--- src/rtl/calc_host_pkg.sv ---
// Shared types and constants for the calculator host controller: state
// encoding, the page-flush branch instruction, ROM page indices and command codes.
package calc_host_pkg;

  typedef enum logic [3:0] {
    IDLE, OP1, OP2, OP3, RUN, OTH1, OTH2, OTH3, INR,
    RETW1, RETR1, RETW2, RETR2, RET, PAGING
  } state_e;

  // Branch-to-0 fed to the core while a page swap is in flight
  localparam logic [7:0] BRANCH0 = 8'b1000_0000;

  localparam int PAGE_LINK = 0;
  localparam int PAGE_ADD  = 1;
  localparam int PAGE_SUB  = 2;
  localparam int PAGE_MUL  = 3;
  localparam int PAGE_DIV  = 4;

  localparam logic [3:0] CMD_ADD = 4'b0001;
  localparam logic [3:0] CMD_SUB = 4'b0010;
  localparam logic [3:0] CMD_MUL = 4'b0100;
  localparam logic [3:0] CMD_DIV = 4'b1000;

  function automatic logic is_cmd(input logic [3:0] c);
    return (c == CMD_ADD) || (c == CMD_SUB) || (c == CMD_MUL) || (c == CMD_DIV);
  endfunction

endpackage

--- src/rtl/calc_page_mux.sv ---
// ROM page selector feeding the core instruction bus; force_i substitutes
// the branch-to-0 instruction so the core parks at PC 0 during a page swap.
module calc_page_mux
  import calc_host_pkg::*;
#(
  parameter int INSTR_LEN = 8,
  parameter int NUM_PAGES = 5,
  parameter int PW        = 3
) (
  input  logic [NUM_PAGES*INSTR_LEN-1:0] rom_data_i,
  input  logic [PW-1:0]                  page_sel_i,
  input  logic                           force_i,
  output logic [INSTR_LEN-1:0]           instr_o
);

  always_comb begin
    instr_o = '0;
    for (int p = 0; p < NUM_PAGES; p++) begin
      if (page_sel_i == PW'(p)) instr_o = rom_data_i[p*INSTR_LEN +: INSTR_LEN];
    end
    if (force_i) instr_o = INSTR_LEN'(BRANCH0);
  end

endmodule

--- src/rtl/calc_host_ctrl.sv ---
// Host-side sequencer for the calculator core: decodes 2-bit symbols from the
// core output port, swaps ROM pages, feeds operands/commands and collects results.
// Optional RUN watchdog enabled by defining CALC_HOST_TIMEOUT_EN.
module calc_host_ctrl
  import calc_host_pkg::*;
#(
  parameter int DATA_LEN  = 4,
  parameter int PC_LEN    = 7,
  parameter int INSTR_LEN = 8,
  parameter int NUM_PAGES = 5
`ifdef CALC_HOST_TIMEOUT_EN
  ,
  parameter int TIMEOUT   = 4096
`endif
) (
  input  logic                           CLK,
  input  logic                           RSTN,
  input  logic [DATA_LEN-1:0]            OPORT,
  input  logic [PC_LEN-1:0]              PC,
  output logic [DATA_LEN-1:0]            IPORT,
  input  logic [NUM_PAGES*INSTR_LEN-1:0] rom_data,
  output logic [INSTR_LEN-1:0]           INSTR,
  output logic [$clog2(NUM_PAGES)-1:0]   page_sel,
  input  logic                           in_valid,
  output logic                           in_ready,
  input  logic [DATA_LEN-1:0]            in_data,
  output logic                           res_valid,
  output logic [2*DATA_LEN-1:0]          res_data,
  output logic                           res_is_div,
  output logic                           underrun,
  output logic                           cmd_err,
  output logic                           timeout
);

  localparam int PW = $clog2(NUM_PAGES);

  state_e                state_q, state_d, dst_q, dst_d;
  logic [PW-1:0]         page_q, page_d;
  logic [DATA_LEN-1:0]   iport_q, iport_d, lo_q, lo_d;
  logic [2*DATA_LEN-1:0] res_data_q, res_data_d;
  logic                  res_valid_q, res_valid_d, res_is_div_q, res_is_div_d;
  logic                  div_q, div_d, underrun_q, underrun_d, cmd_err_q, cmd_err_d;
  logic                  req, pop, pop_cmd;
  logic [PW-1:0]         req_page;
  state_e                req_dst;
  logic [1:0]            sym;

`ifdef CALC_HOST_TIMEOUT_EN
  localparam int TW = $clog2(TIMEOUT + 1);
  logic [TW-1:0] tmr_q, tmr_d;
  logic          timeout_q, timeout_d;
`endif

  assign sym = OPORT[1:0];

  always_comb begin
    state_d      = state_q;
    dst_d        = dst_q;
    page_d       = page_q;
    iport_d      = iport_q;
    lo_d         = lo_q;
    res_data_d   = res_data_q;
    res_valid_d  = 1'b0;
    res_is_div_d = res_is_div_q;
    div_d        = div_q;
    underrun_d   = underrun_q;
    cmd_err_d    = cmd_err_q;
    req          = 1'b0;
    req_page     = PW'(PAGE_LINK);
    req_dst      = RUN;
    pop          = 1'b0;
    pop_cmd      = 1'b0;
    in_ready     = 1'b0;
`ifdef CALC_HOST_TIMEOUT_EN
    tmr_d        = tmr_q;
    timeout_d    = timeout_q;
`endif
    case (state_q)
      IDLE:   if (sym == 2'd1) state_d = OP1; else if (sym == 2'd2) state_d = OTH1;
      OP1:    if (sym == 2'd0) state_d = OP2; else if (sym == 2'd2) state_d = OP3;
      OP2: begin
        if (sym == 2'd1) begin req = 1'b1; req_page = PW'(PAGE_ADD); end
        else if (sym == 2'd2) begin req = 1'b1; req_page = PW'(PAGE_DIV); div_d = 1'b1; end
      end
      OP3: begin
        if (sym == 2'd1) begin req = 1'b1; req_page = PW'(PAGE_MUL); end
        else if (sym == 2'd0) begin req = 1'b1; req_page = PW'(PAGE_SUB); end
      end
      RUN: begin
        if (sym == 2'd3) state_d = IDLE;
`ifdef CALC_HOST_TIMEOUT_EN
        else if (tmr_q == '0) begin
          timeout_d = 1'b1;
          req       = 1'b1;
          req_dst   = IDLE;
        end else tmr_d = tmr_q - 1'b1;
`endif
      end
      OTH1:   if (sym == 2'd0) state_d = OTH2; else if (sym == 2'd1) state_d = OTH3;
      OTH2: begin
        if (sym == 2'd2) state_d = RETW1;
        else if (sym == 2'd1) pop = 1'b1;
      end
      OTH3: begin
        if (sym == 2'd0) pop = 1'b1;
        else if (sym == 2'd2) begin pop = 1'b1; pop_cmd = 1'b1; end
      end
      INR:    if (sym == 2'd3) state_d = IDLE;
      RETW1:  state_d = RETR1;
      RETR1:  begin lo_d = OPORT; state_d = RETW2; end
      RETW2:  state_d = RETR2;
      RETR2: begin
        res_data_d   = {OPORT, lo_q};
        res_valid_d  = 1'b1;
        res_is_div_d = div_q;
        div_d        = 1'b0;
        req          = 1'b1;
        req_dst      = RET;
      end
      RET:    if (sym == 2'd3) state_d = IDLE;
      PAGING: begin
        if (PC == '0) begin
          state_d = dst_q;
`ifdef CALC_HOST_TIMEOUT_EN
          tmr_d = TW'(TIMEOUT - 1);
`endif
        end
      end
      default: state_d = IDLE;
    endcase

    if (req) begin
      page_d  = req_page;
      dst_d   = req_dst;
      state_d = PAGING;
    end

    // A failed pop still hands the core a legal word (ADD / 1) so it never stalls
    if (pop) begin
      in_ready = 1'b1;
      state_d  = INR;
      if (!in_valid) begin
        iport_d    = DATA_LEN'(1);
        underrun_d = 1'b1;
      end else if (pop_cmd && !is_cmd(in_data[3:0])) begin
        iport_d   = DATA_LEN'(CMD_ADD);
        cmd_err_d = 1'b1;
      end else begin
        iport_d = in_data;
      end
    end
  end

  always_ff @(posedge CLK) begin
    if (!RSTN) begin
      state_q      <= IDLE;
      dst_q        <= IDLE;
      page_q       <= '0;
      iport_q      <= '0;
      lo_q         <= '0;
      res_data_q   <= '0;
      res_valid_q  <= 1'b0;
      res_is_div_q <= 1'b0;
      div_q        <= 1'b0;
      underrun_q   <= 1'b0;
      cmd_err_q    <= 1'b0;
`ifdef CALC_HOST_TIMEOUT_EN
      tmr_q        <= '0;
      timeout_q    <= 1'b0;
`endif
    end else begin
      state_q      <= state_d;
      dst_q        <= dst_d;
      page_q       <= page_d;
      iport_q      <= iport_d;
      lo_q         <= lo_d;
      res_data_q   <= res_data_d;
      res_valid_q  <= res_valid_d;
      res_is_div_q <= res_is_div_d;
      div_q        <= div_d;
      underrun_q   <= underrun_d;
      cmd_err_q    <= cmd_err_d;
`ifdef CALC_HOST_TIMEOUT_EN
      tmr_q        <= tmr_d;
      timeout_q    <= timeout_d;
`endif
    end
  end

`ifdef CALC_HOST_TIMEOUT_EN
  assign timeout = timeout_q;
`else
  assign timeout = 1'b0;
`endif

  assign page_sel   = page_q;
  assign IPORT      = iport_q;
  assign res_valid  = res_valid_q;
  assign res_data   = res_data_q;
  assign res_is_div = res_is_div_q;
  assign underrun   = underrun_q;
  assign cmd_err    = cmd_err_q;

  calc_page_mux #(
    .INSTR_LEN (INSTR_LEN),
    .NUM_PAGES (NUM_PAGES),
    .PW        (PW)
  ) u_page_mux (
    .rom_data_i (rom_data),
    .page_sel_i (page_q),
    .force_i    ((state_q == PAGING) && (PC != '0)),
    .instr_o    (INSTR)
  );

endmodule

--- config.mk ---
export PLATFORM = sky130hd
export DESIGN_NAME = calc_host_ctrl
export DESIGN_NICKNAME = d
export VERILOG_FILES = /design/src/rtl/calc_host_pkg.sv /design/src/rtl/calc_page_mux.sv /design/src/rtl/calc_host_ctrl.sv
export SDC_FILE = /design/constraint.sdc
export NUM_CORES = 1
export LEC_CHECK = 0
export CAP_MARGIN = 20
export CORE_MARGIN = 3
export CORE_UTILIZATION = 32
export DETAILED_ROUTE_END_ITERATION = 10
export GPL_TIMING_DRIVEN = 0
export PLACE_DENSITY = 0.64
export SYNTH_ARGS = -nofsm -noshare
export SYNTH_HDL_FRONTEND = slang
export SYNTH_SLANG_ARGS = --single-unit
--- constraint.sdc ---
create_clock -name CLK -period 5.5 [get_ports CLK]
set_input_delay 1.1 -clock CLK [delete_from_list [all_inputs] [get_ports CLK]]
set_output_delay 1.1 -clock CLK [all_outputs]
set_load 0.05 [all_outputs]
Yosys cells after proc, flatten, opt, wreduce, memory -nomap -nowiden --
Cells that the tools add are included. W data, S select, Z words.
Operators by class: eq/ne operators 47, multiplexer cells 42, reductions and logical operators 22, bitwise logic cells 3
Operators with widths (number):
- $mux W4 | 14
- $mux W8 | 6
- $pmux W4 S10 | 1
- $eq A4 B4 Y1 const B | 8
- $reduce_and A7 Y1 | 3
- $eq A4 B3 Y1 const B | 5
- $ne A4 B4 Y1 const B | 5
- $ne A3 B3 Y1 const B | 5
- $ne A5 B5 Y1 const B | 3
- $mux W1 | 13
- $eq A4 B2 Y1 const B | 3
- $eq A4 B1 Y1 const B | 2
- $ne A2 B2 Y1 const B | 4
- $logic_not A7 Y1 | 1
- $reduce_bool A7 Y1 | 1
- $eq A3 B2 Y1 const B | 2
- $mux W3 | 2
- $ne A3 B1 Y1 const B | 2
- $pmux W3 S2 | 1
- $reduce_and A3 Y1 | 2
- $reduce_or A3 Y1 | 2
- $eq A2 B2 Y1 const B | 2
- $logic_not A4 Y1 | 1
- $mux W2 | 2
- 17 further kinds | 24
Word-level totals: bits of input ports 58, output and inout port bits 29, logic and storage cells 127, flip-flop bits (word level) 32

Longest topological paths before layout --
depth in word-level cells 8, mapped depth 8, gate-level depth less buffers 7

Hierarchy --
Synthesis repeated with hierarchy kept, for this count alone.
Unflattened totals: cell total of the unflattened synthesis 248, area total of the unflattened synthesis 2059.5 um^2
Modules (own cells, without submodules):
- calc_host_ctrl | instances 1, area an instance 1599.0 um^2, cells an instance 190
- calc_page_mux | instances 1, area an instance 460.4 um^2, cells an instance 58

Least setup slack after synthesis --
Ideal clock, no wire load.
kind input -> output, from input PC[2], to output INSTR[0], path slack 2.143 ns, arrival 2.257 ns, stages on the path 3, cell sequence nor4_1 > a21oi_2 > nor2_1
On the way: longest elaborated chain between the ends 3
RTL lines:
- start, declared | line calc_host_ctrl.sv:19 | input logic [PC_LEN-1:0] PC,
- $reduce_bool A7 Y1 | line calc_host_ctrl.sv:211 | .force_i ((state_q == PAGING) && (PC != '0)),
- $logic_and A1 B1 Y1 | line calc_host_ctrl.sv:211
- $mux W8 | line calc_page_mux.sv:21 | if (force_i) instr_o = INSTR_LEN'(BRANCH0);
- end, declared | line calc_host_ctrl.sv:22 | output logic [INSTR_LEN-1:0] INSTR,
Every way passes these cells.

Worst setup path after layout --
from input OPORT[0], to output in_ready
On the way: longest elaborated chain between the ends 5
RTL lines:
- start, declared | line calc_host_ctrl.sv:18 | input logic [DATA_LEN-1:0] OPORT,
- $eq A2 B2 Y1 or $eq A2 B1 Y1 (tied branches) | line calc_host_ctrl.sv:101, calc_host_ctrl.sv:106, calc_host_ctrl.sv:102
- $mux W1 (on tied branches) | line calc_host_ctrl.sv:106, calc_host_ctrl.sv:102
- $mux W1 (on tied branches) | line calc_host_ctrl.sv:105, calc_host_ctrl.sv:101
- $pmux W1 S2 (*) | line calc_host_ctrl.sv:78 | case (state_q)
- $mux W1 (*) | line calc_host_ctrl.sv:139 | if (pop) begin
- end, declared | line calc_host_ctrl.sv:25 | output logic in_ready,
Mark *: on every way between the ends. The rest lies on a longest branch, timed or not.

==> results.md <==
- Worst path top cell family by delay: buffers and inverters
- CP max stage cell: clkdlybuf4s50_1
- Layout cells sized above 1: 0.1058
- Die W: 84.48 um
- Sequential share of the synthesized area: 0.3048
- Least-Margin Pin Slew: 0.5729 ns
- Final Max Tran Viols: 0
- First-pass GRT wire length: 9729 um
- IO Port Bufs: between 80 and 90
- CP cell instances: clkdlybuf4s50_1, inv_1, ha_1, nor3b_2, nor4_2, buf_4, clkdlybuf4s50_1
- Fin crit share: 0.8614
- Setup crit start kind: primary input
- Synth Flop Type: dfxtp_1
- Post-synth EDFFs: 0
- Unrepaired setup endpoints after global routing: no
- Gpl congestion: 0.8630
- Max-Cap Viols: 0
- Htree depth: 2
- M1 GR Usage: 0.2091
- TritonRoute pass-1 iters: 4
- CTS Root Cell: clkbuf_8
- Area Growth Syn to Fin: 53.46%
- Layout Skew: 0.008135 ns
- Via/cell ratio: 5.120
- Shortest period the worst path allows: about 4.7 ns
- Logic gate share of total power: 0.481
- PostCTS Resize Cnt: 0
- Type of the worst min-delay path: flop to flop
- P_sw: approximately 0.35 mW
- # rows: 27
- Initial antenna violation count: 0
- CP most frequent cell: clkdlybuf4s50_1
- Outcome: complete, no violations
- Critical Path RT: approximately 4.4 ns
- Syn_nets: 284
- Total power draw: 0.9368 mW
- Critical path buffers and inverters: 4
- All-Layer GR Usage: 0.1701
- Setup CP Type: primary input to primary output
- Clock Path Buffers: 2
- Max incr delay on CP: 0.82 ns
- Critical Path Sink Type: primary output
- Gr busiest metal: met2
- Die footprint: 7136 um^2
- Dominant cells by area after synthesis: dfxtp_1 (30%), mux4_2 (9.1%), nand2_1 (5.3%)
- Setup Fix Bufs, Post-CTS: 0
- Total clock sinks: 30
- Worst skew pair latency: 0.29 ns
- Sw frac: 0.3751
- Clock Power Share: 0.249
- Post-Syn Area: 1971 um^2
- Distinct cells, synth: 59
- Total wire length: 6011 um
- Filler cells: 550
- Diode count: 0
- Fin util: 0.5266
- Share of power burned in registers: 0.270
- Synth Area per Inst: roughly 9.0 um^2
- Avg WL per Cell: 15.65 um
- Ys async rst share: 0
- CTS tree: done
- Power per cell area: 309.8 nW/um^2
- Post-DRT Antenna Nets: 0
- Leakage: roughly 1.1 nW
- Worst VDD drop: 0.1470 mV
- CTS Hold Bufs: 0
- Met3 Track Usage GR: 0.03827
- Core area: ~5700 um^2
- Worst EP arrival: 3.64 ns
- Routing usage on met2: 0.2869
- Post-synth top cells: dfxtp_1 (30), nand2_1 (28), nor2_1 (13), nor2b_1 (11), a21boi_0 (10)
- Synth top area share: 0.3048
- Vias in the first global route: between 1500 and 2000
- Number of CTS-inserted buffers: 5
- Ys Warns: 0
- Final Hold Vio Count: 0
- Count leader, synth: dfxtp_1
- IO Count: between 80 and 90
- FMAX: ~210 MHz
- Synth Register Bits: 30
- Final setup violation count: 0
- Max_slew headroom: 0.6180
- Reg clk slew, reported paths: around 0.07 ns
- DR vias: 1966
- Final TNS setup: 0 ns
- Number of DRC violations after detailed-routing iteration 0: 95
- Area leader, netlist: dfxtp_1
- Hpwl dp: 4590 um
- Area of the multi-input gates: around 1200 um^2
- Internal power: roughly 0.59 mW
- Largest net degree at the start of global routing: 11
- Post-Synthesis Cells: between 200 and 250
- Worst Path Max Fanout: 10
- Initial Utilization: 0.3431
- Number of remaining DRC errors: 0
- Register area: 600.6 um^2
- Nets: 376
- DIE HEIGHT: 84.48 um
- GR Overflow Total: 0
[stage by stage]
stage | hold WS (ns) | cells | area [um^2] | worst slack, ns
final | 0.4534 | 384 | 3024 | 0.7624
after global routing | 0.4858 | 384 | 3024 | 0.5724
after CTS | 0.4599 | 384 | 3024 | 0.7589
after detailed placement | 0.4493 | 377 | 2912 | 0.7546
after global placement | 0.4387 | 377 | 2912 | 0.7552
after floorplan | 0.4248 | 220 | 1971 | 2.143
[worst paths after layout]
| kind | endpoint | depth (start not counted) | slack, ns | startpoint |
|---|---|---|---|---|
| setup / recovery | in_ready | 7 | 0.76 | OPORT[0] |
| hold / removal | dst_q[2]$_SDFFE_PN0P_ | 2 | 0.45 | dst_q[2]$_SDFFE_PN0P_ |
| setup reg to reg | state_q[2]$_SDFFE_PP0P_ | 6 | 3.66 | state_q[1]$_SDFFE_PP0P_ |
| hold reg to reg | dst_q[2]$_SDFFE_PN0P_ | 2 | 0.45 | dst_q[2]$_SDFFE_PN0P_ |
[cells in the final DEF (no fill, tap or decap), drive strengths merged, types with 2 or more instances in the layout]
master         netlist  layout
nor2                13      13
o211ai               2       2
o21ai                4       4
clkbuf               7      13
a22oi                8       8
nor4                 3       3
and4bb               2       2
nor3b                2       2
nor2b               11      11
nand4b               2       2
or4b                 2       2
nand2               28      28
o211a                3       3
ha                   6       6
mux4                 8       8
a21o                 3       3
nor3                 6       6
clkdlybuf4s50        0      85
a211o                2       2
a21oi               10      10
nand2b               2       2
mux2i                5       5
and2                 2       2
inv                  8       8
nand3b               3       3
a21boi              12      12
o22ai                4       4
dfxtp               30      30
nand3                4       4
buf                 10      10
[layout make-up]
| cell class | count | area share |
|---|---|---|
| buffer | 17 | 0.02938 |
| clock inverter | 1 | 0.009930 |
| timing repair buffer | 85 | 0.2813 |
| sequential | 30 | 0.1986 |
| inverter | 9 | 0.01117 |
| clock buffer | 6 | 0.02731 |
| tap | 72 | 0.02979 |
| multi-input combinational | 164 | 0.4125 |
[power by group through the flow]
stage          clock [mW]  sequential [mW]  combinational [mW]
4_1_cts             0.240            0.253               0.450
2_1_floorplan           0            0.268               0.306
3_5_place_dp            0            0.258               0.448
6_report            0.233            0.253               0.450
3_3_place_gp            0            0.257               0.445
5_1_grt             0.245            0.256               0.487
[tightest hold or removal path: stages (launching register included)]
cell	delay, ns
dfxtp_1	0.31
inv_1	0.05
a21boi_1	0.05
[layer usage]
metal,vias up,wire length [um]
met1,901,2575
met2,65,2990
met4,0,155
li1,988,-
met3,12,290
met5,-,0
[cells by family (layout without fill, tap and decap cells)]
kind of cell,after synthesis,after routing,share of synthesized area
other cells,1,1,0.001903
mux,14,14,0.1225
compound gates,57,57,0.2121
xor+xnor,1,1,0.004445
simple gates,85,85,0.2540
fa+ha+maj,6,6,0.03809
flops,30,30,0.3048
buf+inv,26,118,0.06222
[sequential cells by signal, indices dropped and copies added, names as in the netlist]
| name | flops |
|---|---|
| IPORT | 4 |
| cmd_err | 1 |
| div_q | 1 |
| dst_q | 2 |
| lo_q | 4 |
| page_sel | 3 |
| res_data | 8 |
| res_is_div | 1 |
| res_valid | 1 |
| state_q | 4 |
| underrun | 1 |
Note: power is estimated with default switching activity, not from simulation.
